[src/rtl/lfsr_pkg.sv]
// ---------------------------------------------------------------------------
// lfsr_pkg
// Shared constants and types for the BIST pattern-generator chain that drives
// the 36 inputs of the c432 combinational benchmark.
//   LFSR_LEN     : number of cells in the chain
//   LFSR_TAP_A/B : state bits XNORed to form the feedback
//   lfsr_state_t : full chain state vector
// ---------------------------------------------------------------------------
package lfsr_pkg;

  localparam int LFSR_LEN   = 36;
  localparam int LFSR_TAP_A = 24;
  localparam int LFSR_TAP_B = 35;

  typedef logic [LFSR_LEN-1:0] lfsr_state_t;

endpackage : lfsr_pkg

[src/rtl/lfsr_chain.sv]
// ---------------------------------------------------------------------------
// lfsr_chain
// 36-cell pattern generator built from lfsr cells chained q->d. Feedback is
// XNOR of state bits LFSR_TAP_A and LFSR_TAP_B, registered in its own flop
// (reset to 0) before it enters cell 0. The XNOR form makes the all-zero
// reset state a legal, non-stuck starting point.
//
// Ports
//   clk     in   1         rising-edge clock
//   reset   in   1         asynchronous, active-high reset
//   scan_en in   1         (LFSR_SCAN_EN only) shift scan_in through the cells
//   scan_in in   1         (LFSR_SCAN_EN only) serial scan data into cell 0
//   state   out  LFSR_LEN  chain state, bit 0 is the cell fed by the feedback
//   fb      out  1         registered feedback bit
//
// Configuration macro: LFSR_SCAN_EN threads a serial scan path through all
// cells; the feedback flop is not part of the scan path.
// ---------------------------------------------------------------------------
module lfsr_chain
  import lfsr_pkg::*;
(
  input  logic        clk,
  input  logic        reset,
`ifdef LFSR_SCAN_EN
  input  logic        scan_en,
  input  logic        scan_in,
`endif
  output lfsr_state_t state,
  output logic        fb
);

  wire  lfsr_state_t q_vec;
  logic [LFSR_LEN-1:0] d_vec;

  // Cell 0 takes the registered feedback; every other cell takes its predecessor.
  assign d_vec = {q_vec[LFSR_LEN-2:0], fb};
  assign state = q_vec;

`ifdef LFSR_SCAN_EN
  logic [LFSR_LEN-1:0] scan_vec;
  assign scan_vec = {q_vec[LFSR_LEN-2:0], scan_in};
`endif

  for (genvar i = 0; i < LFSR_LEN; i++) begin : g_cell
    lfsr #(
      .WIDTH     (1),
      .RESET_VAL (1'b0)
    ) u_cell (
      .clk     (clk),
      .reset   (reset),
`ifdef LFSR_SCAN_EN
      .scan_en (scan_en),
      .scan_in (scan_vec[i]),
`endif
      .d       (d_vec[i]),
      .q       (q_vec[i])
    );
  end

  always_ff @(posedge clk or posedge reset) begin
    if (reset) begin
      fb <= 1'b0;
    end else begin
      fb <= ~(q_vec[LFSR_TAP_A] ^ q_vec[LFSR_TAP_B]);
    end
  end

endmodule : lfsr_chain

[src/rtl/lfsr.sv]
// ---------------------------------------------------------------------------
// lfsr
// Single storage cell of the BIST pattern-generator chain: a D flip-flop with
// asynchronous active-high reset. It carries no feedback logic of its own; it
// is a pure one-cycle delay element.
//
// Parameters
//   WIDTH     : data width of d/q (the chain uses 1)
//   RESET_VAL : value forced onto q while reset is high
//
// Ports
//   clk     in   1      rising-edge clock
//   reset   in   1      asynchronous, active-high reset
//   scan_en in   1      (LFSR_SCAN_EN only) select scan_in instead of d
//   scan_in in   WIDTH  (LFSR_SCAN_EN only) scan data
//   d       in   WIDTH  next-state data
//   q       out  WIDTH  registered state
//
// Configuration macro: LFSR_SCAN_EN adds the scan_en/scan_in ports. When it
// is undefined the flop captures d only.
// ---------------------------------------------------------------------------
module lfsr
  import lfsr_pkg::*;
#(
  parameter int               WIDTH     = 1,
  parameter logic [WIDTH-1:0] RESET_VAL = '0
) (
  input  logic             clk,
  input  logic             reset,
`ifdef LFSR_SCAN_EN
  input  logic             scan_en,
  input  logic [WIDTH-1:0] scan_in,
`endif
  input  logic [WIDTH-1:0] d,
  output logic [WIDTH-1:0] q
);

  // q comes straight from the flop, so q->d chaining has no combinational path.
  always_ff @(posedge clk or posedge reset) begin
    if (reset) begin
      q <= RESET_VAL;
    end else begin
`ifdef LFSR_SCAN_EN
      q <= scan_en ? scan_in : d;
`else
      q <= d;
`endif
    end
  end

endmodule : lfsr

[config.mk]
export PLATFORM = sky130hd
export DESIGN_NAME = lfsr_chain
export DESIGN_NICKNAME = d
export VERILOG_FILES = /design/src/rtl/lfsr_pkg.sv /design/src/rtl/lfsr_chain.sv /design/src/rtl/lfsr.sv
export SDC_FILE = /design/constraint.sdc
export NUM_CORES = 1
export LEC_CHECK = 0
export ABC_AREA = 1
export CAP_MARGIN = 15
export CORE_MARGIN = 2
export CORE_UTILIZATION = 40
export CTS_CLUSTER_DIAMETER = 120
export DETAILED_ROUTE_END_ITERATION = 10
export HOLD_SLACK_MARGIN = 0.15
export PLACE_DENSITY = 0.79
export SETUP_SLACK_MARGIN = 0.5
export SYNTH_ARGS = -nofsm -noshare
export SYNTH_HDL_FRONTEND = slang
export SYNTH_SLANG_ARGS = --single-unit
export TNS_END_PERCENT = 20
[constraint.sdc]
create_clock -name clk -period 1 [get_ports clk]
set_input_delay 0.2 -clock clk [delete_from_list [all_inputs] [get_ports clk]]
set_output_delay 0.2 -clock clk [all_outputs]
set_load 0.02 [all_outputs]
==> results.cfg, run 1 <==
[finish]
nets = 115
stdcell_count = 147
design_area_um2 = 1620
antenna-diode-count = 0
drive_above_1_share_pct = 61.4
area_delta_synth_final_pct = 33.0

[placed_design]
dp.cells = 126
dp_hpwl_mm = 1.16
post_dp_cell_area_um2 = 1480
gp_congestion = 0.681
io_buffers = 38

[clocking]
clock_sinks = 37
insertion_delay_ns = 0.33
htree_num_levels = 2
cts_inserted_buffers = 5
clockBufferDepth = 2
cts_root_buf = clkbuf_4
cts_tree = yes
clkTransAtPathRegs_ns = 0.11

[timing]
tightest_slew_ns = 0.195
hold_violations = 0
skew_ns = 0.0105
drv_slew = 0
rsz0062_at_grt = true
fin_crit_ns = 1.09
fmax_ghz = 0.913
setup_viol_count_final = 37
fin_ws_ns = -0.0947
period_share_pct = 109
slew_headroom_pct = 87.0

[synth]
synth_nets = 81
ys_types = 4
synth_area_leaders = dfrtp_1 76%, buf_4 22%, inv_1 0.92%
synth_seq_area_share_pct = 76.0
syn_inst = 79
ys_warn_count = 0
synth_top_family_by_area = buffers and inverters
ys_ff_latch = 37
synth_compound_area_share_pct = 0
yosys.area_share.simple_pct = 0.924
synth_fa_ha_area_share_pct = 0
muxShareOfSynthArea_pct = 0
synth_area_per_cell_um2 = 15.4
synth_area_um2 = 1220
netlist.top_cell.by_area = dfrtp_1
synth_top_area_share_pct = 76.0
synth_xor_area_share_pct = 0

[route]
drt_first_iter_violations = 7
avgViaCountPerCell = 4.16
drc_errors = 0
firstDrtPassIters = 4
wl_mm = 1.87
via_count = 611
avgRoutedWirePerCell_um = 12.7
antenna_left = 0

[setup_path]
worstReg2RegEnd = fb
reg2reg_depth = 4
cp_max_fo = 2
slowest_delay_ns = 0.42
critPathCaptureType = output port
critPathLaunchType = flop
crit_chain = buf_6
path_buf_inv = 1
rrSetupSlack_ns = 0.13
arrival_ns = 0.89
r2r_start = g_cell[24].u_cell.q
path_class = flop to output port
crit_family = flip-flops
crit_slowest_cell = dfrtp_1
required_ns = 0.80

[grt]
grt_pass1_wl_mm = 2.95
grt-ovfl-total = 0
grt_usage_pct = 12.5
met3_usage_pct = 6.11
antenna_found_initial = 0
grt_pass1_vias = 591
grt_use_met2_pct = 17.3
grt_max_degree = 38
grt.busiest_layer = met2
met1_usage_pct = 15.5

[die]
rows = 20
die_area_um2 = 3500
die_h_um = 59.2
initial_core_util_pct = 40.9
die_w_um = 59.2
ios = 39
core_area_um2 = 2980

[power]
cellLeakagePower_nw = 0.778
combPwrFrac_pct = 1.7
p_clk_share_pct = 39.5
sw_frac_of_total_pct = 19.7
p_int_mw = 2.04
power_density_nw_per_um2 = 1570
power.switching_mw = 0.501
ir_drop_v = 0.000922
pwr-share-seq_pct = 58.9

[outcome]
violations = negative setup slack
status = complete, but fails checks

[job]
drv_cap = 0

[min_path]
hold_path.class = primary input to async pin
-- power groups by stage --
stage          sequential (mW)  clock [mW]  combinational [mW]
3_3_place_gp              1.52           0              0.0424
3_5_place_dp              1.52           0              0.0445
2_1_floorplan             1.52           0              0.0227
4_1_cts                   1.50        1.05              0.0448
6_report                  1.50        1.00              0.0427
5_1_grt                   1.50        1.12              0.0503
-- layout by cell type (no fill, tap or decap), drive strengths merged --
cell	count
nand2	3
bufinv	1
clkinv	1
inv	2
clkbuf	6
dfrtp	37
clkinvlp	1
buf	62
clkdlybuf4s50	1
-- cell families (layout without fill, tap and decap cells) --
family | count (synthesis) | in the layout
DFF | 37 | 37
buffers and inverters | 39 | 74
and+or+nand+nor | 3 | 3
-- worst max-delay path by stage --
stage,start,end,cells after the start
floorplan,g_cell[24].u_cell.q,state[24],1
global placement,g_cell[35].u_cell.q,state[35],1
detailed placement,g_cell[35].u_cell.q,state[35],1
CTS,g_cell[22].u_cell.q,state[22],1
global route,g_cell[22].u_cell.q,state[22],1
finish,g_cell[22].u_cell.q,state[22],1
-- sequential cells by signal (all words and copies together) (netlist names) --
name             cells
fb                   1
g_cell.u_cell.q     36
-- area by class of cell --
cell class	instances	area (µm²)
clock buffers	6	41.3
clock inverters	2	38.8
fillers	254	1360
inverters	3	15.0
multi-input cells	3	11.3
flip-flops and latches	37	926
well taps	33	41.3
repair buffers	63	547
-- timing repair --
action                                  in CTS  in global routing
buffers inserted                             6                  7
endpoints found under the setup margin      68                 73
hold endpoints to repair                     0                  0
resized for setup                          172                 24
hold buffers                                 0                  0
-- Yosys cell counts, drive strengths merged --
library cell / count
nand2: 3
dfrtp: 37
inv: 3
buf: 36
-- routing by layer --
layer / up-vias / wire length, µm
met5: - / 0
met4: 0 / 52
met3: 6 / 106
met2: 23 / 938
met1: 310 / 772
li1: 272 / -
-- metrics by stage --
stage          hold slack [ns]  worst slack [ns]  TNS, ns  utilization, %  total power, mW
3_3_place_gp             0.357            -0.182    -4.69            49.6             1.57
6_report                 0.236           -0.0947    -2.76            54.4             2.54
3_5_place_dp             0.363            -0.193    -4.97            49.6             1.57
2_1_floorplan            0.160             0.281        0               -             1.55
5_1_grt                  0.234            -0.154    -4.77            54.4             2.67
4_1_cts                  0.221            -0.128    -3.93            50.1             2.59
Power figures use the tool's default switching activity.
==> run 2: changes to the inputs <==
Settings changed: CORE_UTILIZATION 40 to 50, DONT_BUFFER_PORTS from default to 1, PLACE_DENSITY 0.79 to 0.73.
==> results.cfg, run 2 (synthesis gave the netlist of run 1 again) <==
[finish]
reg_top3 = g_cell.u_cell.q x36, fb x1
area_delta_synth_final_pct = -9.34
fill_cells = 196
drive_above_1_share_pct = 88.5
final_cell_mix = 37 x dfrtp_2, 5 x clkbuf_4, 3 x nand2_1
nets = 53
largest_register_ffs = 36
top_register = g_cell.u_cell.q
final_common_cell = dfrtp_2
antenna-diode-count = 0

[timing]
hold_ws_ns = -0.230
skew_ns = 0.00671
tightest_slew_ns = 0.189
fmax_ghz = 1.00
rsz0062_at_grt = true
drv_slew = 0
fin_tns_setup_ns = 0
slew_headroom_pct = 87.4
period_share_pct = 99.8
setup_viol_count_final = 0
fin_crit_ns = 0.998
hold_violations = 37

[route]
antenna_left = 0
firstDrtPassIters = 2
drc_errors = 0
drt_first_iter_violations = 3
avgViaCountPerCell = 4.55
avgRoutedWirePerCell_um = 16.9
wl_mm = 1.35
via_count = 364

[setup_path]
worstReg2RegEnd = fb
crit_start = g_cell[35].u_cell.q
required_ns = 0.80
reg2reg_depth = 2
path_class = flop to output port
cp-endpoint = state[35]
rrSetupSlack_ns = 0.29
arrival_ns = 0.80
r2r_start = g_cell[24].u_cell.q
worst-path-stages = 0
cp_max_fo = 3
critPathCaptureType = output port
critPathLaunchType = flop

[clocking]
cts_inserted_buffers = 5
cts_tree = yes
insertion_delay_ns = 0.32
cts_root_buf = clkbuf_4
clockBufferDepth = 2
postCtsSetupBuffers = 0
clkTransAtPathRegs_ns = 0.10
htree_num_levels = 2
clock_sinks = 37

[die]
ios = 39
die_area_um2 = 2850
die_h_um = 53.4
core_area_um2 = 2250
die_w_um = 53.4
initial_core_util_pct = 54.1
rows = 17

[placed_design]
dp_hpwl_um = 847
gp_congestion = 0.614
io_buffers = 0

[grt]
grt_pass1_vias = 443
antenna_found_initial = 0
grt-ovfl-total = 0
grt_usage_pct = 11.8
grt_max_degree = 38
grt_pass1_wl_mm = 2.10

[power]
power_density_nw_per_um2 = 2020
ir_drop_v = 0.00117
cellLeakagePower_nw = 0.426

[outcome]
violations = negative hold slack
status = complete, but fails checks

[min_path]
hold_path.class = primary input to async pin

[job]
drv_cap = 0
-- run 2: cell count changes in the layout (fill, tap and decap cells not counted) --
| cell | change |
|---|---|
| buf_2 | -14 |
| bufinv_16 | -1 |
| clkdlybuf4s50_1 | -1 |
| buf_6 | -25 |
| clkinv_4 | -1 |
| buf_4 | -22 |
| dfrtp_1 | -37 |
| dfrtp_2 | +37 |
| clkinv_2 | +2 |
-- run 2: layer usage --
metal,vias up,GRT usage (%),wire length [µm],part of all wire (%)
li1,144,-,-,-
met5,-,0,0,0
met3,0,10.7,186,14
met2,32,15.4,613,45
met4,0,6.41,0,0
met1,188,12.6,554,41
-- run 2: worst min path at each step --
stage	start	endpoint	slack, ns	cells after the start
finish	reset	g_cell[3].u_cell.q	-0.23	2
detailed placement	reset	g_cell[3].u_cell.q	0.12	2
CTS	reset	g_cell[12].u_cell.q	-0.25	2
floorplan	reset	fb	0.16	1
global route	reset	g_cell[22].u_cell.q	-0.25	2
global placement	reset	g_cell[3].u_cell.q	0.12	2
-- run 2: cell type report --
cell class | instances | area [µm²] | area share, %
clock inverter | 2 | 10.0 | 0.906
timing repair buffer | 1 | 20.0 | 1.81
sequential | 37 | 972 | 88.0
clock buffer | 6 | 41.3 | 3.74
tap | 28 | 35.0 | 3.17
multi-input combinational | 3 | 11.3 | 1.02
inverter | 3 | 15.0 | 1.36
-- run 2: timing repair --
| item | 4_1_cts | 5_1_grt |
|---|---|---|
| endpoints found under the hold margin | 37 | 37 |
| setup endpoints to repair | 74 | 74 |
| resized for setup | 37 | 0 |
-- run 2: stage by stage --
stage / area, µm² / utilization (%) / std cells / setup WS, ns / total power [mW]
2_1_floorplan: 1230 / - / 79 / 0.281 / 1.55
3_3_place_gp: 1010 / 44.7 / 72 / 0.223 / 1.56
3_5_place_dp: 1010 / 44.7 / 72 / 0.214 / 1.56
4_1_cts: 1100 / 49.0 / 80 / -0.0325 / 2.28
5_1_grt: 1100 / 49.0 / 80 / -0.0722 / 2.36
6_report: 1100 / 49.0 / 80 / 0.00233 / 2.23
-- run 2: power by group --
group          internal (mW)  switching, mW  total (mW)  leakage, nW
Combinational        0.00917         0.0276      0.0368       0.0387
Clock                  0.268          0.432       0.700       0.0320
Sequential              1.49              0        1.49        0.356
==> run 3: changes to the inputs <==
Settings changed: PLACE_DENSITY 0.73 to 0.78.
==> results.cfg, run 3 (synthesis gave the netlist of run 1 again) <==
[timing]
period_share_pct = 101
drv_slew = 0
fin_crit_ns = 1.01
hold_violations = 37
setup_viol_count_final = 5
slew_headroom_pct = 76.3
fin_ws_ns = -0.00849
rsz0062_at_grt = true
hold_ws_ns = -0.298
tightest_slew_ns = 0.355
fmax_ghz = 0.992
skew_ns = 0.00944

[route]
via_count = 369
drc_errors = 0
avgViaCountPerCell = 4.61
antenna_left = 0
wl_mm = 1.47
avgRoutedWirePerCell_um = 18.4
firstDrtPassIters = 2
drt_first_iter_violations = 1

[clocking]
cts_inserted_buffers = 5
clockBufferDepth = 2
clkTransAtPathRegs_ns = 0.11
cts_root_buf = clkbuf_4
insertion_delay_ns = 0.33
postCtsSetupBuffers = 0
htree_num_levels = 2
cts_tree = yes
clock_sinks = 37

[job]
drv_cap = 0

[power]
ir_drop_v = 0.00111
power_mw = 2.38
cellLeakagePower_nw = 0.436
power_density_nw_per_um2 = 2120

[setup_path]
required_ns = 0.80
reg2reg_depth = 3
arrival_ns = 0.81
critPathCaptureType = output port
critPathLaunchType = flop
path_class = flop to output port
worstReg2RegEnd = fb
cp_max_fo = 3
rrSetupSlack_ns = 0.27
r2r_start = g_cell[24].u_cell.q

[finish]
final_cell_mix = 37 x dfrtp_2, 5 x clkbuf_4, 3 x nand2_1
area_delta_synth_final_pct = -7.80
reg_top3 = g_cell.u_cell.q x36, fb x1
nets = 53
antenna-diode-count = 0
final_common_cell = dfrtp_2
stdcell_count = 80
utilization_pct = 49.8
top_register = g_cell.u_cell.q
drive_above_1_share_pct = 90.4
largest_register_ffs = 36

[die]
rows = 17
die_w_um = 53.4
die_h_um = 53.4
initial_core_util_pct = 54.1
die_area_um2 = 2850
ios = 39
core_area_um2 = 2250

[grt]
antenna_found_initial = 0
grt_max_degree = 23
grt_pass1_wl_mm = 2.17
grt_pass1_vias = 410
grt_usage_pct = 12.5
grt-ovfl-total = 0

[outcome]
violations = negative hold slack, negative setup slack
status = complete, but fails checks

[placed_design]
pre_cts_ws_ns = 0.211
dp.cells = 72
gp_congestion = 0.539
dp_hpwl_um = 988
io_buffers = 0

[min_path]
hold_path.class = primary input to async pin
==> run 3: where the power goes <==
| group | switching [mW] | internal, mW |
|---|---|---|
| registers | 0 | 1.49 |
| logic | 0.0281 | 0.00865 |
| clock network | 0.445 | 0.407 |
==> run 3: routing by layer <==
metal / GRT usage [%] / wire (µm) / up-vias
met5: 0 / 0 / -
li1: - / - / 145
met1: 13.3 / 592 / 197
met3: 11.0 / 164 / 4
met4: 7.69 / 24 / 0
met2: 16.3 / 688 / 23
==> run 3: timing repair <==
action                                  in CTS  in global routing
endpoints found under the setup margin      74                 74
endpoints found under the hold margin       37                 37
gates resized for setup                     37                  0
==> run 3: how the worst max path moves through the flow <==
stage / from / endpoint / slack, ns / cells past startpoint
detailed placement: g_cell[24].u_cell.q / fb / 0.21 / 3
CTS: g_cell[35].u_cell.q / state[35] / -0.03 / 0
global placement: g_cell[35].u_cell.q / fb / 0.25 / 3
global route: g_cell[35].u_cell.q / state[35] / -0.07 / 0
floorplan: g_cell[24].u_cell.q / state[24] / 0.28 / 1
finish: g_cell[35].u_cell.q / state[35] / -0.008 / 0
==> run 3: through the flow <==
step	TNS [ns]	cell area [µm²]	hold WS, ns
floorplan	0	1230	0.160
global placement	0	1010	0.0556
detailed placement	0	1010	0.0682
CTS	-0.559	1120	-0.312
global route	-1.68	1120	-0.322
finish	-0.0182	1120	-0.298
==> run 3: cell type report <==
cell class                 instances  area [µm²]
inverter                           3        15.0
sequential                        37         972
timing repair buffer               1        20.0
tap                               28        35.0
multi-input combinational          3        11.3
clock buffer                       7        65.1
fill                             191        1130
clock inverter                     1        5.00
